### config.mk
export PLATFORM = sky130hd
export DESIGN_NAME = spi7001_tx
export DESIGN_NICKNAME = d
export VERILOG_FILES = /design/src/rtl/spi7001_tx.sv
export SDC_FILE = /design/constraint.sdc
export NUM_CORES = 1
export LEC_CHECK = 0
export ABC_AREA = 1
export BUFFER_PORTS_ARGS = -buffer_cell sky130_fd_sc_hd__buf_2
export CAP_MARGIN = 20
export CORE_ASPECT_RATIO = 0.5
export CORE_UTILIZATION = 40
export CTS_CLUSTER_DIAMETER = 80
export DETAILED_ROUTE_END_ITERATION = 6
export PLACE_DENSITY = 0.64
export RECOVER_POWER = 100
export SETUP_SLACK_MARGIN = 0.3
export SLEW_MARGIN = 30
export SYNTH_ARGS = -nofsm -noshare
export SYNTH_HDL_FRONTEND = slang
export SYNTH_SLANG_ARGS = --single-unit
### constraint.sdc
create_clock -name sys_clk -period 1.7 [get_ports sys_clk]
set_clock_uncertainty 0.1 [all_clocks]
set_input_delay 0.085 -clock sys_clk [delete_from_list [all_inputs] [get_ports sys_clk]]
set_output_delay 0.085 -clock sys_clk [all_outputs]
set_load 0.05 [all_outputs]
### src/rtl/spi7001_tx.sv
// SPI7001 serial transmit engine: shifts words MSB-first with a generated SCLK and strobes LAT at frame end.
// Optional readback of the driver chain (spi_sdo -> rx_data) is enabled by defining SPI7001_TX_READBACK_EN.
module spi7001_tx #(
    parameter int DATA_W     = 16,
    parameter int LAT_CYCLES = 2,
    parameter int GAP_CYCLES = 4
) (
    input  logic              sys_clk,
    input  logic              sys_rst_n,
    input  logic [DATA_W-1:0] in_data,
    input  logic              in_last,
    input  logic              in_valid,
    output logic              in_ready,
    output logic              spi_sclk,
    output logic              spi_sdi,
    output logic              spi_lat,
    output logic              busy,
    output logic              frame_done,
    input  logic              spi_sdo,
    output logic [DATA_W-1:0] rx_data,
    output logic              rx_valid
);
    localparam int CNT_W = $clog2(DATA_W);

    typedef enum logic [2:0] {IDLE, SHIFT, WAIT, LATCH, GAP} state_t;

    state_t            state;
    logic [CNT_W-1:0]  cnt;
    logic              phase;
    logic              last_q;
    logic [DATA_W-2:0] shreg;   // bits still to send after the one on spi_sdi
    logic [7:0]        lat_cnt;
    logic [7:0]        gap_cnt;
    logic              eow;
    logic              accept;

    assign eow      = (state == SHIFT) && phase && (cnt == '0);
    assign in_ready = sys_rst_n && ((state == IDLE) || (state == WAIT) || (eow && !last_q));
    assign accept   = in_valid && in_ready;

    always_ff @(posedge sys_clk) begin
        if (!sys_rst_n) begin
            state      <= IDLE;
            cnt        <= '0;
            phase      <= 1'b0;
            last_q     <= 1'b0;
            shreg      <= '0;
            lat_cnt    <= '0;
            gap_cnt    <= '0;
            spi_sclk   <= 1'b0;
            spi_sdi    <= 1'b0;
            spi_lat    <= 1'b0;
            busy       <= 1'b0;
            frame_done <= 1'b0;
        end else begin
            frame_done <= 1'b0;
            if (accept) begin
                // Loading at end-of-word keeps the SCLK cadence unbroken
                state    <= SHIFT;
                shreg    <= in_data[DATA_W-2:0];
                last_q   <= in_last;
                cnt      <= CNT_W'(DATA_W - 1);
                phase    <= 1'b0;
                spi_sclk <= 1'b0;
                spi_sdi  <= in_data[DATA_W-1];
                busy     <= 1'b1;
            end else begin
                case (state)
                    SHIFT: begin
                        if (!phase) begin
                            phase    <= 1'b1;
                            spi_sclk <= 1'b1;
                        end else begin
                            spi_sclk <= 1'b0;
                            if (cnt != '0) begin
                                cnt     <= cnt - 1'b1;
                                phase   <= 1'b0;
                                spi_sdi <= shreg[DATA_W-2];
                                shreg   <= {shreg[DATA_W-3:0], 1'b0};
                            end else if (last_q) begin
                                state   <= LATCH;
                                spi_lat <= 1'b1;
                                lat_cnt <= 8'(LAT_CYCLES - 1);
                            end else begin
                                state <= WAIT;
                            end
                        end
                    end
                    LATCH: begin
                        if (lat_cnt != '0) begin
                            lat_cnt <= lat_cnt - 1'b1;
                        end else begin
                            spi_lat    <= 1'b0;
                            spi_sdi    <= 1'b0;
                            frame_done <= 1'b1;
                            if (GAP_CYCLES == 0) begin
                                state <= IDLE;
                                busy  <= 1'b0;
                            end else begin
                                state   <= GAP;
                                gap_cnt <= 8'(GAP_CYCLES - 1);
                            end
                        end
                    end
                    GAP: begin
                        if (gap_cnt != '0) begin
                            gap_cnt <= gap_cnt - 1'b1;
                        end else begin
                            state <= IDLE;
                            busy  <= 1'b0;
                        end
                    end
                    default: ;
                endcase
            end
        end
    end

`ifdef SPI7001_TX_READBACK_EN
    logic [DATA_W-2:0] rx_sh;

    // spi_sdo is taken while SCLK is high; the final bit goes straight into rx_data
    always_ff @(posedge sys_clk) begin
        if (!sys_rst_n) begin
            rx_sh    <= '0;
            rx_data  <= '0;
            rx_valid <= 1'b0;
        end else begin
            rx_valid <= 1'b0;
            if ((state == SHIFT) && phase) begin
                rx_sh <= {rx_sh[DATA_W-3:0], spi_sdo};
                if (cnt == '0) begin
                    rx_data  <= {rx_sh, spi_sdo};
                    rx_valid <= 1'b1;
                end
            end
        end
    end
`else
    logic unused_sdo;
    assign unused_sdo = spi_sdo;
    assign rx_data    = '0;
    assign rx_valid   = 1'b0;
`endif

endmodule

==> qor.csv, run 1 <==
metric;value;unit
CP Cell Sequence;inv_4, ha_4, nand2_4, nor2_4, nand3_2, buf_6, nand2_4, nand3_4, buf_6, nand2_2, nand2_1, nor2_1, nor2_1;
global placement routability congestion;0.844;
Top FF cell, synth;dfxtp_1;
PortBufs;25;
Die Wd;114;um
count leader, synth;nand2_1;
initial core utilization;43.5;%
row count;19;
final worst path period need;1780;ps
outcome;complete, but fails checks;
synthesized cell area;2490;um^2
post-route ant nets;0;
sequential element share of the synthesized area;36.2;%
vias;2416;
first-pass GRT wire length;9960;um
Final WS setup;-80.3;ps
area added between synthesis and finish;37.9;%
Final Power;3.04;mW
vias in the first global route;2202;
DRT Pass-1 Iters;4;
Final Net Count;454;
Critical Path RT;1780;ps
RSZ-0062 raised after global routing;true;
Post-Route M1 WL;2860;um
type of the most critical hold path;in -> reg;
Area contributors post-synth;dfxtp_1, nand2_1, nor2_1, nand3_1, buf_4;
Final Hold Fails;0;
Critical path buffers and inverters;3;
CP max FO;5;
Commonest cells post-synth;nand2_1, nor2_1, dfxtp_1;
worst vdd ir;476;uV
YS warnings;0;
max_slew headroom;56.7;%
CP Capture Type;flip-flop;
clk root buf;clkbuf_16;
CTS tree;done;
Remaining DRCs;0;
switch share;30.3;%
final wirelength;6260;um
Arr. time, crit path;1860;ps
failing checks;negative setup slack;
f_max;562;MHz
worst setup path class;reg -> reg;
total global-route track usage;19.1;%
synthesized area per cell;6.92;um^2
leakage;1.60;nW
final setup violation count;15;
Worst Setup Start Kind;flip-flop;
Detailed Place HPWL;3430;um
Post-Syn Instances;360;
power per standard cell area;884;nW/um^2
Placed Area;2720;um^2
die area;6570;um^2
Clock Path Buffers;2;
Ant. Diodes;0;
count of cell types in the netlist;30;
Clock power frac;36.4;%
Final Slew Violations;0;
CTS Sinks;45;
share of the synthesized area in the top cell type;36.2;%
DR vias/cell;4.71;
Max stage delay cell, worst path;dfxtp_4;
Ports;44;
DRT iter0 DRCs;70;
number of cells on the worst hold path;3;
Gate power share;24.8;%
largest net degree at the start of global routing;32;
Pint;2.12;mW
DR WL/cell;12.2;um
initial antenna violation count;0;
switching power;0.922;mW
Reg2Reg Depth;13;
Crit path max-delay family;simple AND/OR/NAND/NOR gates;
CTS Buf Count;5;
GRT Residual Overflow;0;
post-route cell area;3430;um^2
Final Cycle Share;105;%
pin slew with the least headroom to its limit;652;ps
Max-Cap Viols;0;
clk slew on worst S/H paths;60;ps
proportion of layout cells with a drive suffix above 1;31.5;%
WL met3;219;um
Seq pwr share;38.8;%
Routed met2 length;3020;um
Synth async-reset ratio;0;%
core footprint;5730;um^2
CTS H-tree lvls;2;
number of flops mapped to enable cells by yosys;0;
Top Metal Used;met4;
CP peak stage delay;350;ps
Die Ht;57.8;um
clk_lat worst skew;290;ps
number of synthesized register bits;45;
Crit path depth;13;
Yosys top cell by area;dfxtp_1;
-- worst min-delay path, cell delays in order --
cell and delay, ps:
buf_2 150, o21ai_0 90, a21oi_1 40
-- registers in the layout, summed over array words and instances (netlist names) --
name	flops
gap_cnt	8
shreg	15
cnt	4
phase	1
spi_sdi	1
spi_lat	1
state	3
busy	1
lat_cnt	8
last_q	1
frame_done	1
spi_sclk	1
-- layer usage --
layer	global-route usage [%]	vias up
li1	-	1244
met1	24.4	1092
met2	32.8	64
met3	3.87	16
met4	6.58	0
met5	0	-
-- final cells by class --
| class | count | area [um^2] |
|---|---|---|
| inverters | 24 | 96.3 |
| clock buffers | 6 | 129 |
| clock inverters | 2 | 38.8 |
| well taps | 84 | 105 |
| flip-flops and latches | 45 | 910 |
| multi-input cells | 281 | 1600 |
| repair buffers | 71 | 559 |
| fillers | 507 | 2290 |
-- layout by cell type (no fill, tap or decap), drive strengths merged --
cell / count
a21oi: 25
buf: 48
bufinv: 1
clkbuf: 12
clkinv: 1
clkinvlp: 1
conb: 17
dfxtp: 45
dlygate4sd3: 17
ha: 5
inv: 23
nand2: 100
nand3: 33
nand3b: 1
nand4: 2
nor2: 68
nor3: 4
o211ai: 1
o21ai: 10
o31ai: 1
or2: 1
xor2: 13
-- through the flow --
step                cells  util (%)  hold slack [ps]  worst slack [ps]  setup TNS, ps
floorplan             376         -              120               133              0
global placement      469      47.4              206              52.3              0
detailed placement    469      47.4              209              22.0              0
CTS                   507      56.7             20.2              17.2              0
global route          513      59.9             63.8              -159          -1990
finish                513      59.9             30.7             -80.3           -389
-- power groups by stage --
stage | registers, mW | clock network (mW) | logic [mW]
2_1_floorplan | 1.22 | 0 | 0.449
3_3_place_gp | 1.19 | 0 | 0.538
3_5_place_dp | 1.20 | 0 | 0.547
4_1_cts | 1.17 | 1.12 | 0.657
5_1_grt | 1.19 | 1.18 | 0.815
6_report | 1.18 | 1.11 | 0.752
-- repair_timing --
action | in CTS | in global routing
cloned | 2 | 3
buffers inserted | 11 | 3
endpoints found under the setup margin | 46 | 46
pin swaps | 5 | 6
resized for setup | 32 | 41
hold buffers | 17 | 0
hold endpoints to repair | 16 | 0
-- final timing paths --
path / start / to / slack [ps]
worst min register to register: spi_lat$_SDFFE_PN0P_ / spi_lat$_SDFFE_PN0P_ / 350
worst max-delay path: cnt[0]$_SDFFE_PN0P_ / spi_sdi$_SDFFE_PN0P_ / -80
worst min-delay path: sys_rst_n / gap_cnt[1]$_SDFFE_PN0P_ / 30
worst max register to register: cnt[0]$_SDFFE_PN0P_ / spi_sdi$_SDFFE_PN0P_ / -80
-- cell families (layout without fill, tap and decap cells) --
logic type               Yosys count  in the layout  share of synthesized area, %
other                              1             17                         0.151
AND/OR/NAND/NOR                  208            209                          36.3
XOR/XNOR                          13             13                          4.87
AO/OA/AOI/OAI                     36             37                          7.58
buffers and inverters             52            103                          12.4
flip-flops                        45             45                          36.2
adder cells (fa/ha/maj)            5              5                          2.51
(Power assumes the default switching activity.)
==> run 2, diff against run 1 <==
--- a/config.mk
+++ b/config.mk
@@ -12,6 +12,7 @@
 export CORE_UTILIZATION = 40
 export CTS_CLUSTER_DIAMETER = 80
 export DETAILED_ROUTE_END_ITERATION = 6
+export HOLD_SLACK_MARGIN = 0.1
 export PLACE_DENSITY = 0.64
 export RECOVER_POWER = 100
 export SETUP_SLACK_MARGIN = 0.3
==> qor.csv, run 2 (synthesis gave the netlist of run 1 again) <==
metric;value;unit
outcome;complete, but fails checks;
failing checks;negative setup slack;
f_max;558;MHz
Detailed Place HPWL;3430;um
clk root buf;clkbuf_16;
row count;19;
CP Cell Sequence;inv_4, ha_4, nand2_4, nor2_4, nand3_2, buf_6, nand2_4, nand3_4, buf_6, nand2_2, nand2_1, nor2_1, nor2_1;
Setup TNS;-613;ps
total global-route track usage;19.3;%
proportion of layout cells with a drive suffix above 1;35.1;%
Arr. time, crit path;1880;ps
final worst path period need;1790;ps
Clock Path Buffers;2;
clk slew on worst S/H paths;60;ps
final setup violation count;18;
worst vdd ir;468;uV
Worst Setup Start Kind;flip-flop;
grt met1 use;24.6;%
FF-to-FF setup slack;-90;ps
CTS H-tree lvls;2;
Remaining DRCs;0;
multi-input logic area;1610;um^2
die area;6570;um^2
CP max FO;5;
DRT iter0 DRCs;95;
CTS tree;done;
Fillers;498;
area added between synthesis and finish;42.3;%
Top Registers;shreg (15), gap_cnt (8), lat_cnt (8);
reg2reg start;cnt[0]$_SDFFE_PN0P_;
CTS Buf Count;5;
Worst Hold Launch;gap_cnt[0]$_SDFFE_PN0P_;
core footprint;5730;um^2
Core Util, Final;61.9;%
Worst R2R End;spi_sdi$_SDFFE_PN0P_;
initial core utilization;43.5;%
final wirelength;6510;um
Die Ht;57.8;um
power per standard cell area;862;nW/um^2
met3 global-route usage;3.87;%
type of the most critical hold path;reg -> reg;
Hold Path End;gap_cnt[0]$_SDFFE_PN0P_;
Top reg by flops;shreg;
Final Cycle Share;105;%
RSZ-0062 raised after global routing;true;
CTS Sinks;45;
Final Hold Fails;0;
GRT Residual Overflow;0;
post-route ant nets;0;
number of cells on the worst hold path;1;
max_slew headroom;59.0;%
DR WL/cell;12.5;um
pre-CTS setup slack;22.0;ps
commonest non-fill, non-tap cell in the layout;nand2_1;
Die Wd;114;um
Final Slew Violations;0;
vias;2484;
Critical Path RT;1790;ps
largest net degree at the start of global routing;32;
initial antenna violation count;0;
Max stage delay cell, worst path;dfxtp_4;
first-pass GRT wire length;10000;um
register area;918;um^2
Critical path buffers and inverters;3;
busiest grt layer;met2;
PortBufs;25;
vias in the first global route;2198;
CP Capture Type;flip-flop;
Final Net Count;464;
Final WS setup;-91.2;ps
Reg2Reg Depth;13;
Crit path max-delay family;simple AND/OR/NAND/NOR gates;
Ant. Diodes;0;
leakage;1.63;nW
Max-Cap Viols;0;
number of flip-flops in the largest register;15;
DRT Pass-1 Iters;4;
most frequent cells in the layout;nand2_1, nor2_1, dfxtp_1;
pin slew with the least headroom to its limit;618;ps
clk_lat worst skew;290;ps
DR vias/cell;4.75;
CP peak stage delay;350;ps
Ports;44;
routing usage on met2;33.2;%
worst setup path class;reg -> reg;
global placement routability congestion;0.844;
-- run 2: changes by cell type in the layout (fill, tap and decap cells not counted), sizes merged --
| cell | change |
|---|---|
| dlygate4sd3 | +2 |
| buf | +8 |
-- run 2: worst max path at each step --
| stage | startpoint | end | cells past startpoint |
|---|---|---|---|
| final | cnt[0]$_SDFFE_PN0P_ | spi_sdi$_SDFFE_PN0P_ | 13 |
| after global routing | cnt[0]$_SDFFE_PN0P_ | spi_sdi$_SDFFE_PN0P_ | 13 |
| after CTS | cnt[0]$_SDFFE_PN0P_ | in_ready | 8 |
| after detailed placement | cnt[0]$_SDFFE_PN0P_ | shreg[8]$_SDFFE_PN0P_ | 10 |
| after global placement | cnt[0]$_SDFFE_PN0P_ | frame_done$_SDFF_PP0_ | 10 |
| after floorplan | cnt[0]$_SDFFE_PN0P_ | shreg[0]$_SDFFE_PN0P_ | 8 |
-- run 2: timing repair --
item / 4_1_cts / 5_1_grt
cloned: 2 / 3
pin swaps: 5 / 9
setup endpoints to repair: 46 / 46
hold buffers: 19 / 0
gates resized for setup: 32 / 64
endpoints found under the hold margin: 18 / 0
buffers inserted: 11 / 11
-- run 2: layer usage --
metal / vias up / part of all wire (%)
met5: - / 0
met4: 0 / 2.0
met3: 12 / 3.2
met2: 62 / 49
met1: 1144 / 46
li1: 1266 / -
-- run 2: per-stage QoR --
step | power [mW] | instances | area (um^2) | hold slack, ps
after global routing | 3.20 | 523 | 3550 | 357
after floorplan | 1.67 | 376 | 2620 | 120
after global placement | 1.73 | 469 | 2720 | 206
after detailed placement | 1.74 | 469 | 2720 | 209
final | 3.06 | 523 | 3550 | 346
after CTS | 2.96 | 509 | 3270 | 351
-- run 2: worst reg2reg max path, stage by stage (launching register included) --
cell and delay [ps]:
dfxtp_4 350, inv_4 60, ha_4 160, nand2_4 60, nor2_4 110, nand3_2 120
buf_6 150, nand2_4 60, nand3_4 130, buf_6 170, nand2_2 50, nand2_1 40
nor2_1 100, nor2_1 50
-- run 2: area by class of cell --
type	count	share of cell area, %
Multi-Input combinational cell	281	45.4
Clock inverter	2	1.09
Sequential cell	45	25.9
Inverter	24	2.79
Tap cell	84	2.96
Clock buffer	6	3.63
Timing Repair Buffer	81	18.2
-- run 2: power by group --
part	internal (mW)	switching, mW	leakage (nW)	total, mW
combinational	0.303	0.470	1.18	0.773
sequential	1.13	0.0483	0.372	1.18
clock	0.697	0.412	0.0810	1.11
total	2.13	0.930	1.63	3.06
==> run 3, diff against run 2 <==
--- a/config.mk
+++ b/config.mk
@@ -20,3 +20,4 @@
 export SYNTH_ARGS = -nofsm -noshare
 export SYNTH_HDL_FRONTEND = slang
 export SYNTH_SLANG_ARGS = --single-unit
+export TNS_END_PERCENT = 20
==> qor.csv, run 3 (synthesis gave the netlist of run 1 again) <==
metric;value;unit
outcome;complete, but fails checks;
failing checks;negative setup slack;
most frequent cells in the layout;nand2_1, nor2_1, dfxtp_1;
commonest non-fill, non-tap cell in the layout;nand2_1;
Top Registers;shreg (15), gap_cnt (8), lat_cnt (8);
Final WS setup;-19.8;ps
CTS H-tree lvls;2;
Ant. Diodes;0;
leakage;1.58;nW
first-pass GRT wire length;9370;um
pin slew with the least headroom to its limit;620;ps
Fillers;501;
Clock Path Buffers;2;
initial core utilization;43.5;%
largest net degree at the start of global routing;22;
Ports;44;
CP Cell Sequence;inv_2, ha_4, nand2_4, nor2_4, nand3_2, buf_6, a21oi_4, buf_6;
Crit path max-delay family;buffers and inverters;
vias;2452;
CTS Sinks;45;
DRT iter0 DRCs;124;
CP max FO;3;
pre-CTS setup slack;25.6;ps
Critical path buffers and inverters;3;
clk root buf;clkbuf_16;
final setup violation count;2;
Die Ht;57.8;um
final worst path period need;1720;ps
CP most frequent cell;buf_6;
CTS Buf Count;5;
Detailed Place HPWL;3530;um
Arr. time, crit path;1530;ps
die area;6570;um^2
proportion of layout cells with a drive suffix above 1;27.0;%
GRT Residual Overflow;0;
DR WL/cell;11.6;um
post-route ant nets;0;
Max stage delay cell, worst path;dfxtp_4;
vias in the first global route;2155;
core footprint;5730;um^2
Setup TNS;-39.2;ps
clk_lat worst skew;290;ps
CTS tree;done;
DRT Pass-1 Iters;5;
Critical Path RT;1510;ps
initial antenna violation count;0;
worst setup path class;reg -> out;
Max-Cap Viols;0;
power per standard cell area;850;nW/um^2
RSZ-0062 raised after global routing;true;
f_max;581;MHz
final wirelength;6000;um
PortBufs;25;
Top reg by flops;shreg;
Worst Setup Start Kind;flip-flop;
Die Wd;114;um
Final Net Count;458;
max_slew headroom;58.8;%
Remaining DRCs;0;
total global-route track usage;17.7;%
type of the most critical hold path;in -> reg;
Final Cycle Share;101;%
row count;19;
Final Slew Violations;0;
Final Hold Fails;0;
CP Capture Type;output pin;
worst vdd ir;458;uV
DR vias/cell;4.74;
global placement routability congestion;0.795;
area added between synthesis and finish;35.7;%
clk slew on worst S/H paths;70;ps
number of flip-flops in the largest register;15;
CP peak stage delay;340;ps
run 3: worst min-delay path, cell delays in order:
cell,delay [ps]
buf_2,150
nand4_1,110
nand2_1,60
nor2_1,80
nor2_1,40
run 3: per-layer routing:
layer | track usage [%] | share of wire (%) | vias up | routed length, um
li1 | - | - | 1248 | -
met5 | 0 | 0 | - | 0
met4 | 5.64 | 1.4 | 0 | 82
met3 | 3.66 | 4.0 | 12 | 241
met1 | 22.0 | 48 | 1120 | 2860
met2 | 31.4 | 47 | 72 | 2810
run 3: final timing paths:
path,from,cells past startpoint,to,slack [ps]
setup / recovery,cnt[0]$_SDFFE_PN0P_,8,in_ready,-20
hold / removal,sys_rst_n,5,spi_sdi$_SDFFE_PN0P_,180
setup reg to reg,cnt[0]$_SDFFE_PN0P_,12,spi_sdi$_SDFFE_PN0P_,-20
hold reg to reg,gap_cnt[0]$_SDFFE_PN0P_,1,gap_cnt[0]$_SDFFE_PN0P_,330
run 3: cell type report:
class,count,area [um^2],share of cell area [%]
Clock buffer,5,125,3.70
Clock inverter,3,17.5,0.518
Inverter,24,96.3,2.85
Multi-Input combinational cell,279,1470,43.5
Sequential cell,45,913,27.0
Tap cell,84,105,3.11
Timing Repair Buffer,76,646,19.1
Timing Repair inverter,1,7.51,0.222
run 3: what timing repair did:
action,CTS,global route
gates resized for setup,10,37
gates cloned,2,2
buffers inserted,6,5
pin swaps,4,6
hold buffers,20,0
endpoints found under the hold margin,22,0
setup endpoints to repair,46,46
run 3: metrics by stage:
step	power, mW	instance area [um^2]	hold slack, ps	util [%]	std cells
after floorplan	1.67	2590	120	-	376
after global placement	1.73	2750	205	47.9	474
after detailed placement	1.74	2750	212	47.9	474
after CTS	2.79	3200	158	55.9	510
after global routing	3.01	3380	227	59.0	517
final	2.87	3380	182	59.0	517
run 3: where the power goes:
| group | internal, mW | leakage [nW] | switching [mW] |
|---|---|---|---|
| sequential | 1.13 | 0.370 | 0.0475 |
| clock | 0.540 | 0.0696 | 0.420 |
| combinational | 0.300 | 1.14 | 0.439 |
